## config.mk

```make
export PLATFORM = sky130hd
export DESIGN_NAME = timer_sched
export DESIGN_NICKNAME = d
export VERILOG_FILES = /design/src/rtl/timer_sched.sv
export SDC_FILE = /design/constraint.sdc
export NUM_CORES = 1
export LEC_CHECK = 0
export ABC_AREA = 1
export CORE_MARGIN = 1
export CORE_UTILIZATION = 52
export CTS_CLUSTER_SIZE = 8
export DETAILED_ROUTE_END_ITERATION = 16
export PLACE_DENSITY_LB_ADDON = 0.25
export SLEW_MARGIN = 20
export SYNTH_ARGS = -nofsm -noshare
export SYNTH_HDL_FRONTEND = slang
export SYNTH_SLANG_ARGS = --single-unit
```

## constraint.sdc

```tcl
create_clock -name i_clock -period 2.7 [get_ports i_clock]
set_input_delay 0.27 -clock i_clock [delete_from_list [all_inputs] [get_ports i_clock]]
set_output_delay 0.27 -clock i_clock [all_outputs]
set_load 0.02 [all_outputs]
```

## src/rtl/timer_sched.sv

```systemverilog
// timer_sched: round-robin timeout scheduler sharing one 32-bit comparator against an external free-running timer.
// Define TIMER_SCHED_PERIODIC_EN to add auto-rearming periodic channels (adds input i_wr_periodic).
module timer_sched #(
  parameter int NCH = 4
) (
  input  logic           i_clock,
  input  logic           i_reset,
  input  logic           i_run,
  input  logic           i_wr,
  input  logic [2:0]     i_wr_ch,
  input  logic [31:0]    i_wr_delay,
`ifdef TIMER_SCHED_PERIODIC_EN
  input  logic           i_wr_periodic,
`endif
  input  logic [NCH-1:0] i_ack,
  input  logic [31:0]    i_tmr_value,
  input  logic           i_tmr_overflow,
  output logic           o_tmr_enable,
  output logic           o_tmr_clearw,
  output logic           o_tmr_showtime,
  output logic [NCH-1:0] o_busy,
  output logic [NCH-1:0] o_expired,
  output logic           o_irq
);
  localparam int IW = $clog2(NCH);
  typedef enum logic {IDLE, SCAN} state_t;
  state_t state;
  logic [31:0] deadline [NCH];
  logic [NCH-1:0] wrap_pending, expire;
  logic [IW-1:0] ptr, sel, wr_idx;
  logic [32:0] wr_sum;
  logic ovf_ign, ovf, scan_en, hit, wr_ok;
  logic unused_wr_ch;
  function automatic logic [IW-1:0] rr(input logic [IW-1:0] p, input int k);
    int t;
    t = (int'(p) + k) % NCH;
    return t[IW-1:0];
  endfunction
  // First busy channel at or after the pointer, so idle channels cost no cycle.
  always_comb begin
    sel = ptr;
    for (int k = NCH - 1; k >= 0; k--)
      if (o_busy[rr(ptr, k)]) sel = rr(ptr, k);
  end
  assign wr_idx = i_wr_ch[IW-1:0];
  assign unused_wr_ch = ^i_wr_ch;
  assign wr_ok = i_wr && int'(wr_idx) < NCH;
  assign wr_sum = {1'b0, i_tmr_value} + {1'b0, i_wr_delay};
  // The sticky flag is still visible during the clear pulse and the cycle after it.
  assign ovf = i_tmr_overflow && !o_tmr_clearw && !ovf_ign;
  assign scan_en = state == SCAN && i_run && |o_busy;
  assign hit = scan_en && !wrap_pending[sel] && i_tmr_value >= deadline[sel];
  assign expire = ovf ? o_busy & ~wrap_pending : (hit ? NCH'(1) << sel : '0);
  assign o_irq = |o_expired;
  assign o_tmr_showtime = !i_reset;
`ifdef TIMER_SCHED_PERIODIC_EN
  logic [31:0] period [NCH];
  logic [NCH-1:0] periodic;
  logic [32:0] re_sum [NCH];
  always_comb
    for (int i = 0; i < NCH; i++) re_sum[i] = {1'b0, deadline[i]} + {1'b0, period[i]};
`endif
  always_ff @(posedge i_clock) begin
    if (i_reset) begin
      state <= IDLE;
      ptr <= '0;
      o_busy <= '0;
      o_expired <= '0;
      wrap_pending <= '0;
      o_tmr_enable <= 1'b0;
      o_tmr_clearw <= 1'b0;
      ovf_ign <= 1'b0;
      for (int i = 0; i < NCH; i++) deadline[i] <= '0;
`ifdef TIMER_SCHED_PERIODIC_EN
      periodic <= '0;
      for (int i = 0; i < NCH; i++) period[i] <= '0;
`endif
    end else begin
      o_tmr_enable <= i_run;
      o_tmr_clearw <= ovf;
      ovf_ign <= o_tmr_clearw;
      state <= |o_busy ? SCAN : IDLE;
      if (scan_en) ptr <= rr(sel, 1);
      if (ovf) wrap_pending <= '0;
      for (int i = 0; i < NCH; i++) begin
        if (expire[i]) begin
          o_expired[i] <= 1'b1;
`ifdef TIMER_SCHED_PERIODIC_EN
          if (periodic[i]) begin
            deadline[i] <= re_sum[i][31:0];
            wrap_pending[i] <= re_sum[i][32] && !ovf;
          end else
            o_busy[i] <= 1'b0;
`else
          o_busy[i] <= 1'b0;
`endif
        end else if (i_ack[i])
          o_expired[i] <= 1'b0;
        if (wr_ok && wr_idx == IW'(i)) begin
          deadline[i] <= wr_sum[31:0];
          wrap_pending[i] <= wr_sum[32];
          o_busy[i] <= 1'b1;
          o_expired[i] <= 1'b0;
`ifdef TIMER_SCHED_PERIODIC_EN
          period[i] <= i_wr_delay;
          periodic[i] <= i_wr_periodic;
`endif
        end
      end
    end
  end
endmodule

```

Yosys cells after proc, flatten, opt, wreduce, memory -nomap -nowiden
Memories as Yosys holds them, arrays and structs flattened.
Index checks and enable logic that the tools add are counted.
{"block": "word_totals", "ramBits": 128, "out_inout_bits": 12, "inputBits": 76, "regBits": 18, "n_memories": 1}
{"memory": "deadline", "words": 4, "width": 32, "rd": 1, "rd_ports_with_merged_regs": 0, "wr": 4, "line_no": "28", "source": "logic [31:0] deadline [NCH];"}
{"block": "classes", "n_mux": 56, "shifts": 1, "order_cmp": 6, "eq_ne": 3, "bitwise": 6, "n_reduce_logical": 33, "add_sub_neg": 5}
{"cell": "$mux W32", "count": 4}
{"cell": "$mux W1", "count": 40}
{"cell": "$add A32 B32 Y33", "count": 1}
{"cell": "$ge A32 B32 Y1", "count": 1}
{"cell": "$reduce_bool A2 Y1", "count": 12}
{"cell": "$lt A2 B3 Y1 const B", "count": 5}
{"cell": "$mux W4", "count": 3}
{"cell": "$bmux W1 S2", "count": 5}
{"cell": "$logic_and A1 B1 Y1", "count": 10}
{"cell": "$mux W2", "count": 4}
{"cell": "$reduce_or A2 Y1", "count": 4}
{"cell": "$reduce_or A4 Y1", "count": 2}
{"cell": "$add A2 B1 Y2 const B", "count": 2}
{"cell": "$add A2 B2 Y2 const B", "count": 2}
{"cell": "$and A4 B4 Y4", "count": 1}
{"cell": "$eq A2 B2 Y1 const B", "count": 2}
{"cell": "$logic_not A1 Y1", "count": 4}
{"cell": "$not A4 Y4", "count": 1}
{"cell": "$or A1 B1 Y1", "count": 4}
{"cell": "$shl A1 B2 Y4 const A", "count": 1}
{"cell": "$eq A2 B1 Y1 const B", "count": 1}
{"cell": "$logic_not A2 Y1", "count": 1}

Depth between registers and ports, before layout
{"block": "logic_depth", "word_depth": 16, "mapped_depth": 29, "depth_no_buf": 28}

Least setup slack after synthesis
Ideal clock, no wire load.
{"block": "synth_timing", "path_type": "reg-to-reg", "startpoint": "register o_busy[1]", "endpoint": "register o_busy[2]", "required_time_ps": 2574, "setup_ps": 126, "n_path_buf": 2, "arrival_ps": 2863, "path_slack_ps": -288, "stages_incl_launch_ff": 25, "synth_period_minus_slack_ps": 2988, "cell_sequence": "dfxtp_1 > inv_1 > nand2_1 > nand3_1 > nand2_1 > inv_1 > nand2_1 > nand2_2 > nand2_1 > nand2_2 > nand2_2 > buf_4 > buf_2 > nor2_1 > o22a_1 > ha_1 > nand2_1 > nor2_1 > nand2_1 > nor4_1 > nand4_1 > nand3_1 > nand3_1 > nand3_1 > nand2_1"}
{"block": "synth_between", "elab_chain_cells": 14}
{"item": "start: declaration", "line_no": "21", "source": "output logic [NCH-1:0] o_busy,"}
{"item": "start signal: assignment", "line_no": "67", "source": "o_busy <= '0;"}
{"item": "start signal: indexed assignment", "line_no": "95", "source": "o_busy[i] <= 1'b0;"}
{"item": "start signal: indexed assignment", "line_no": "102", "source": "o_busy[i] <= 1'b1;"}
{"item": "branches (longest 11 deep; another with $mem_v2 Z4 W32)"}
{"item": "$mux W4 (*) (2 in series)", "line_no": "53", "source": "assign expire = ovf ? o_busy & ~wrap_pending : (hit ? NCH'(1) << sel : '0);"}
{"item": "$reduce_bool A2 Y1 (no line) (*)"}
Mark *: on every way between the ends. The select of a mux whose other input is x is not followed.
A chain may end at the register's enable or synchronous reset.

Worst setup path after layout
{"block": "layout_timing", "startpoint": "register ptr[0]", "endpoint": "register o_expired[2]"}
{"block": "layout_between", "elab_chain_cells": 15}
{"item": "start: declaration", "line_no": "30", "source": "logic [IW-1:0] ptr, sel, wr_idx;"}
{"item": "start signal: assignment", "line_no": "83", "source": "if (scan_en) ptr <= rr(sel, 1);"}
{"item": "$add A2 B2 Y2", "line_no": "36", "source": "t = (int'(p) + k) % NCH;"}
{"item": "$bmux W1 S2", "line_no": "43", "source": "if (o_busy[rr(ptr, k)]) sel = rr(ptr, k);"}
{"item": "$mux W1 (implied by the code)", "line_no": "43"}
{"item": "$mux W2 (3 in series)", "line_no": "43"}
{"item": "$mux W2 (*)", "line_no": "43"}
{"item": "branches (longest 5 deep; another with $mem_v2 Z4 W32)"}
{"item": "$mux W4 (*) (2 in series)", "line_no": "53"}
{"item": "$mux W1 or $reduce_bool A2 Y1 (tied branches)"}
{"item": "end signal: assignment", "line_no": "68", "source": "o_expired <= '0;"}
{"item": "end signal: indexed assignment", "line_no": "87", "source": "o_expired[i] <= 1'b1;"}
{"item": "end signal: indexed assignment", "line_no": "98", "source": "o_expired[i] <= 1'b0;"}
{"item": "end: declaration", "line_no": "22", "source": "output logic [NCH-1:0] o_expired,"}
Marks and branches as above.

==> flow_metrics.tcl <==
set metrics [dict create \
    worstPathRequired_ns 3.02 \
    slew_viol_final 0 \
    cts_root_buffer "clkbuf_16" \
    setup_ws_ns -0.7027 \
    grt_start_max_net_pins 34 \
    synthFlopType "edfxtp_1" \
    fillers 1161 \
    maxCapViolCount 0 \
    clockBufferDepth 2 \
    grt_antenna_before_repair 0 \
    cts_sinks 146 \
    grtUsageTotal_pct 30.46 \
    yosysSeqAreaShare_pct 47.47 \
    critPathSlowestCell "dfxtp_4" \
    critPathArrivalTime_ns 3.72 \
    die_w_microns 132.5 \
    dieArea_sq_um 17560 \
    hold_buffers 0 \
    drc 0 \
    grt_overflow_total 0 \
    vias 8550 \
    grt_pass1_wl_microns 41030 \
    fin_util_pct 74.11 \
    finalHoldViolCount 0 \
    crit_family "simple AND/OR/NAND/NOR gates" \
    violations "negative setup slack" \
    finalSetupViolations 8 \
    status "finished with violations" \
    path_buf_inv 5 \
    place_congestion 0.8856 \
    synth_edf_count 128 \
    drive_gt1_share_pct 20.77 \
    cp_num_cells 29 \
    port_buffers 86 \
    path_class "register to register" \
    reg2reg_depth 29 \
    rows 47 \
    initial_core_util_pct 53.40 \
    cpMostUsedCell "nand2_1" \
    hpwl_microns 17460 \
    yosys.area.top_type "edfxtp_1" \
    worstHoldStart "i_run" \
    drtIter0Drc 781 \
    p_leak_nw 5.258 \
    synth.avg_cell_area_sq_um 8.623 \
    synthesis.area_sq_um 8856 \
    fin_skew_ns 0.005230 \
    r2r_slack_ns -0.70 \
    io_pins 88 \
    syn2layout_area_growth_pct 38.78 \
    fmax_mhz 293.9 \
    max_slew.worst_pin.slew_ns 0.5379 \
    wl_per_cell_microns 18.44 \
    path_max_fanout 6 \
    syn-num-nets 1172 \
    cts_buffers 17 \
    r2r-end "o_expired[2]$_SDFFE_PP0P_" \
    critPathMaxStageDelay_ns 0.39 \
    grt_pass1_vias 8205 \
    clk_latency_ns 0.42 \
    rsz0062_at_grt "yes" \
    register_area_sq_um 4224 \
    cts_tree "built" \
    ant_nets 0 \
    netlist_instances 1027 \
    whs_path_depth 3 \
    r2r-start "ptr[0]$_SDFFE_PP0P_" \
    core_area_sq_um 16580 \
    yosys_register_bits 146 \
    routed_via_density 5.754 \
    multi_input_area_sq_um 4486 \
    dr.pass1.iters 7 \
    fin_crit_ns 3.403 \
    slew_headroom_pct 63.81 \
    worst_setup_path_start_kind "register" \
    yosys.area.top_type_share_pct 43.40 \
    synth_area_leaders "edfxtp_1, ha_1, nor2_1" \
    cp-end-kind "register" \
    power.total_w 0.008142 \
    die_y_microns 132.5 \
    h-tree-depth 4 \
    irDropWorstVdd_uv 492.0 \
    hold_end "o_tmr_enable$_SDFF_PP0_" \
    powerDensity_nw_per_um2 662.4 \
    layout.nets 1398 \
    async_flop_share_pct 0 \
    wl_microns 27400 \
    path_clk_slew_ns 0.06 \
    synth.distinct_cells 45 \
    diodes 0 \
    min_path_type "input pin to register" \
    post-route-period-util_pct 126.0 \
    yosysWarnings 0 \
]
==> metal layers <==
| layer | share of wire, % | wire, microns | GRT usage (%) |
|---|---|---|---|
| met5 | 0 | 0 | 0 |
| met1 | 38 | 10420 | 37.68 |
| met3 | 9.3 | 2555 | 4.789 |
| met2 | 49 | 13520 | 53.42 |
| met4 | 3.3 | 913 | 11.69 |
==> worst reg2reg max path: cells and delay by family (launching register included) <==
family	cells	cell delay, ns
adder cells (fa/ha/maj)	1	0.22
flip-flops	1	0.39
AND/OR/NAND/NOR	18	1.62
AO/OA/AOI/OAI	5	0.61
buffers and inverters	5	0.44
==> registers in the layout, indices dropped and copies added (netlist names) <==
| register | count |
|---|---|
| deadline | 128 |
| o_busy | 4 |
| o_expired | 4 |
| wrap_pending | 4 |
| ptr | 2 |
| o_tmr_clearw | 1 |
| o_tmr_enable | 1 |
| ovf_ign | 1 |
| state | 1 |
==> cell families (layout without fill, tap and decap cells) <==
| logic type | Yosys count | in the layout | share of synthesized area, % |
|---|---|---|---|
| DFF | 146 | 146 | 47.47 |
| adders and majority gates | 69 | 69 | 9.833 |
| buffers and inverters | 116 | 355 | 5.397 |
| and+or+nand+nor | 488 | 488 | 22.38 |
| xor gates and xnor gates | 28 | 28 | 2.854 |
| AOI/OAI and AO/OA | 180 | 180 | 12.07 |
==> what timing repair did <==
item	CTS	global route
gates resized for setup	20	68
pin swaps	1	21
endpoints found under the setup margin	8	44
cloned	1	5
endpoints found under the hold margin	0	0
buffers inserted	3	9
==> synth_stat cells, types with 2 or more instances <==
| cell type | number |
|---|---|
| nor2_1 | 222 |
| nand2_1 | 177 |
| edfxtp_1 | 128 |
| inv_1 | 74 |
| ha_1 | 68 |
| a21oi_1 | 54 |
| nand3_1 | 54 |
| o21ai_0 | 41 |
| o21ai_1 | 36 |
| o22a_1 | 22 |
| dfxtp_1 | 18 |
| clkbuf_1 | 16 |
| xor2_1 | 14 |
| nor3_1 | 13 |
| xnor2_1 | 13 |
| nand4_1 | 8 |
| inv_2 | 7 |
| buf_2 | 6 |
| buf_4 | 5 |
| o21a_1 | 5 |
| a21o_1 | 4 |
| buf_1 | 4 |
| nand2_2 | 4 |
| nor4_1 | 4 |
| a21oi_2 | 3 |
| a31oi_1 | 3 |
| a21boi_1 | 2 |
| buf_6 | 2 |
| nand3b_1 | 2 |
| o21ai_2 | 2 |
| o21bai_1 | 2 |
==> worst max path at each step <==
stage / startpoint / endpoint / slack [ns]
floorplan: ptr[0]$_SDFFE_PP0P_ / o_expired[2]$_SDFFE_PP0P_ / -0.07
global placement: ptr[1]$_SDFFE_PP0P_ / o_busy[2]$_SDFFE_PP0P_ / -0.45
detailed placement: ptr[0]$_SDFFE_PP0P_ / o_busy[2]$_SDFFE_PP0P_ / -0.59
CTS: ptr[0]$_SDFFE_PP0P_ / o_expired[2]$_SDFFE_PP0P_ / -0.51
global route: o_busy[2]$_SDFFE_PP0P_ / o_expired[2]$_SDFFE_PP0P_ / -0.84
finish: ptr[0]$_SDFFE_PP0P_ / o_expired[2]$_SDFFE_PP0P_ / -0.70
==> where the power goes <==
group          internal (W)  switching, W  leakage [nW]  total (W)
combinational       0.00124       0.00155          3.53    0.00279
sequential          0.00263     0.0000566          1.41    0.00269
clock               0.00173      0.000931         0.318    0.00266
total               0.00561       0.00253          5.26    0.00814
==> stage by stage <==
step	hold WS, ns	instances	cell area (sq um)	setup slack (ns)	setup TNS (ns)
2_1_floorplan	0.3770	1027	8919	-0.06592	-0.4415
3_3_place_gp	0.4240	1437	11060	-0.4539	-16.35
3_5_place_dp	0.4351	1437	11060	-0.5891	-19.61
4_1_cts	0.4014	1473	11840	-0.5123	-3.835
5_1_grt	0.4351	1486	12290	-0.8435	-6.471
6_report	0.4004	1486	12290	-0.7027	-5.002
==> final cells by class <==
class | instances | share of cell area (%)
sequential | 146 | 34.37
tap | 220 | 2.240
inverter | 82 | 2.647
timing repair buffer | 240 | 18.77
timing repair inverter | 1 | 0.07126
multi-input combinational | 765 | 36.50
clock buffer | 18 | 3.492
clock inverter | 14 | 1.914
==> placed cells by master (no fill, tap or decap), types with 7 or more instances in the layout <==
| cell type | count |
|---|---|
| nand2_1 | 170 |
| dfxtp_1 | 12 |
| nor3_1 | 11 |
| o22a_1 | 22 |
| a21oi_2 | 7 |
| nand3_1 | 41 |
| o21ai_1 | 37 |
| xnor2_1 | 11 |
| nand2_2 | 7 |
| a21oi_1 | 50 |
| buf_12 | 13 |
| nand3_2 | 11 |
| clkdlybuf4s50_1 | 86 |
| inv_2 | 8 |
| nand4_1 | 8 |
| inv_1 | 70 |
| buf_4 | 129 |
| o21ai_0 | 34 |
| nor2_1 | 220 |
| ha_1 | 62 |
| clkbuf_16 | 21 |
| o21ai_2 | 7 |
| edfxtp_1 | 128 |
| xor2_1 | 13 |
No activity file was read; power rests on OpenSTA's default activity.
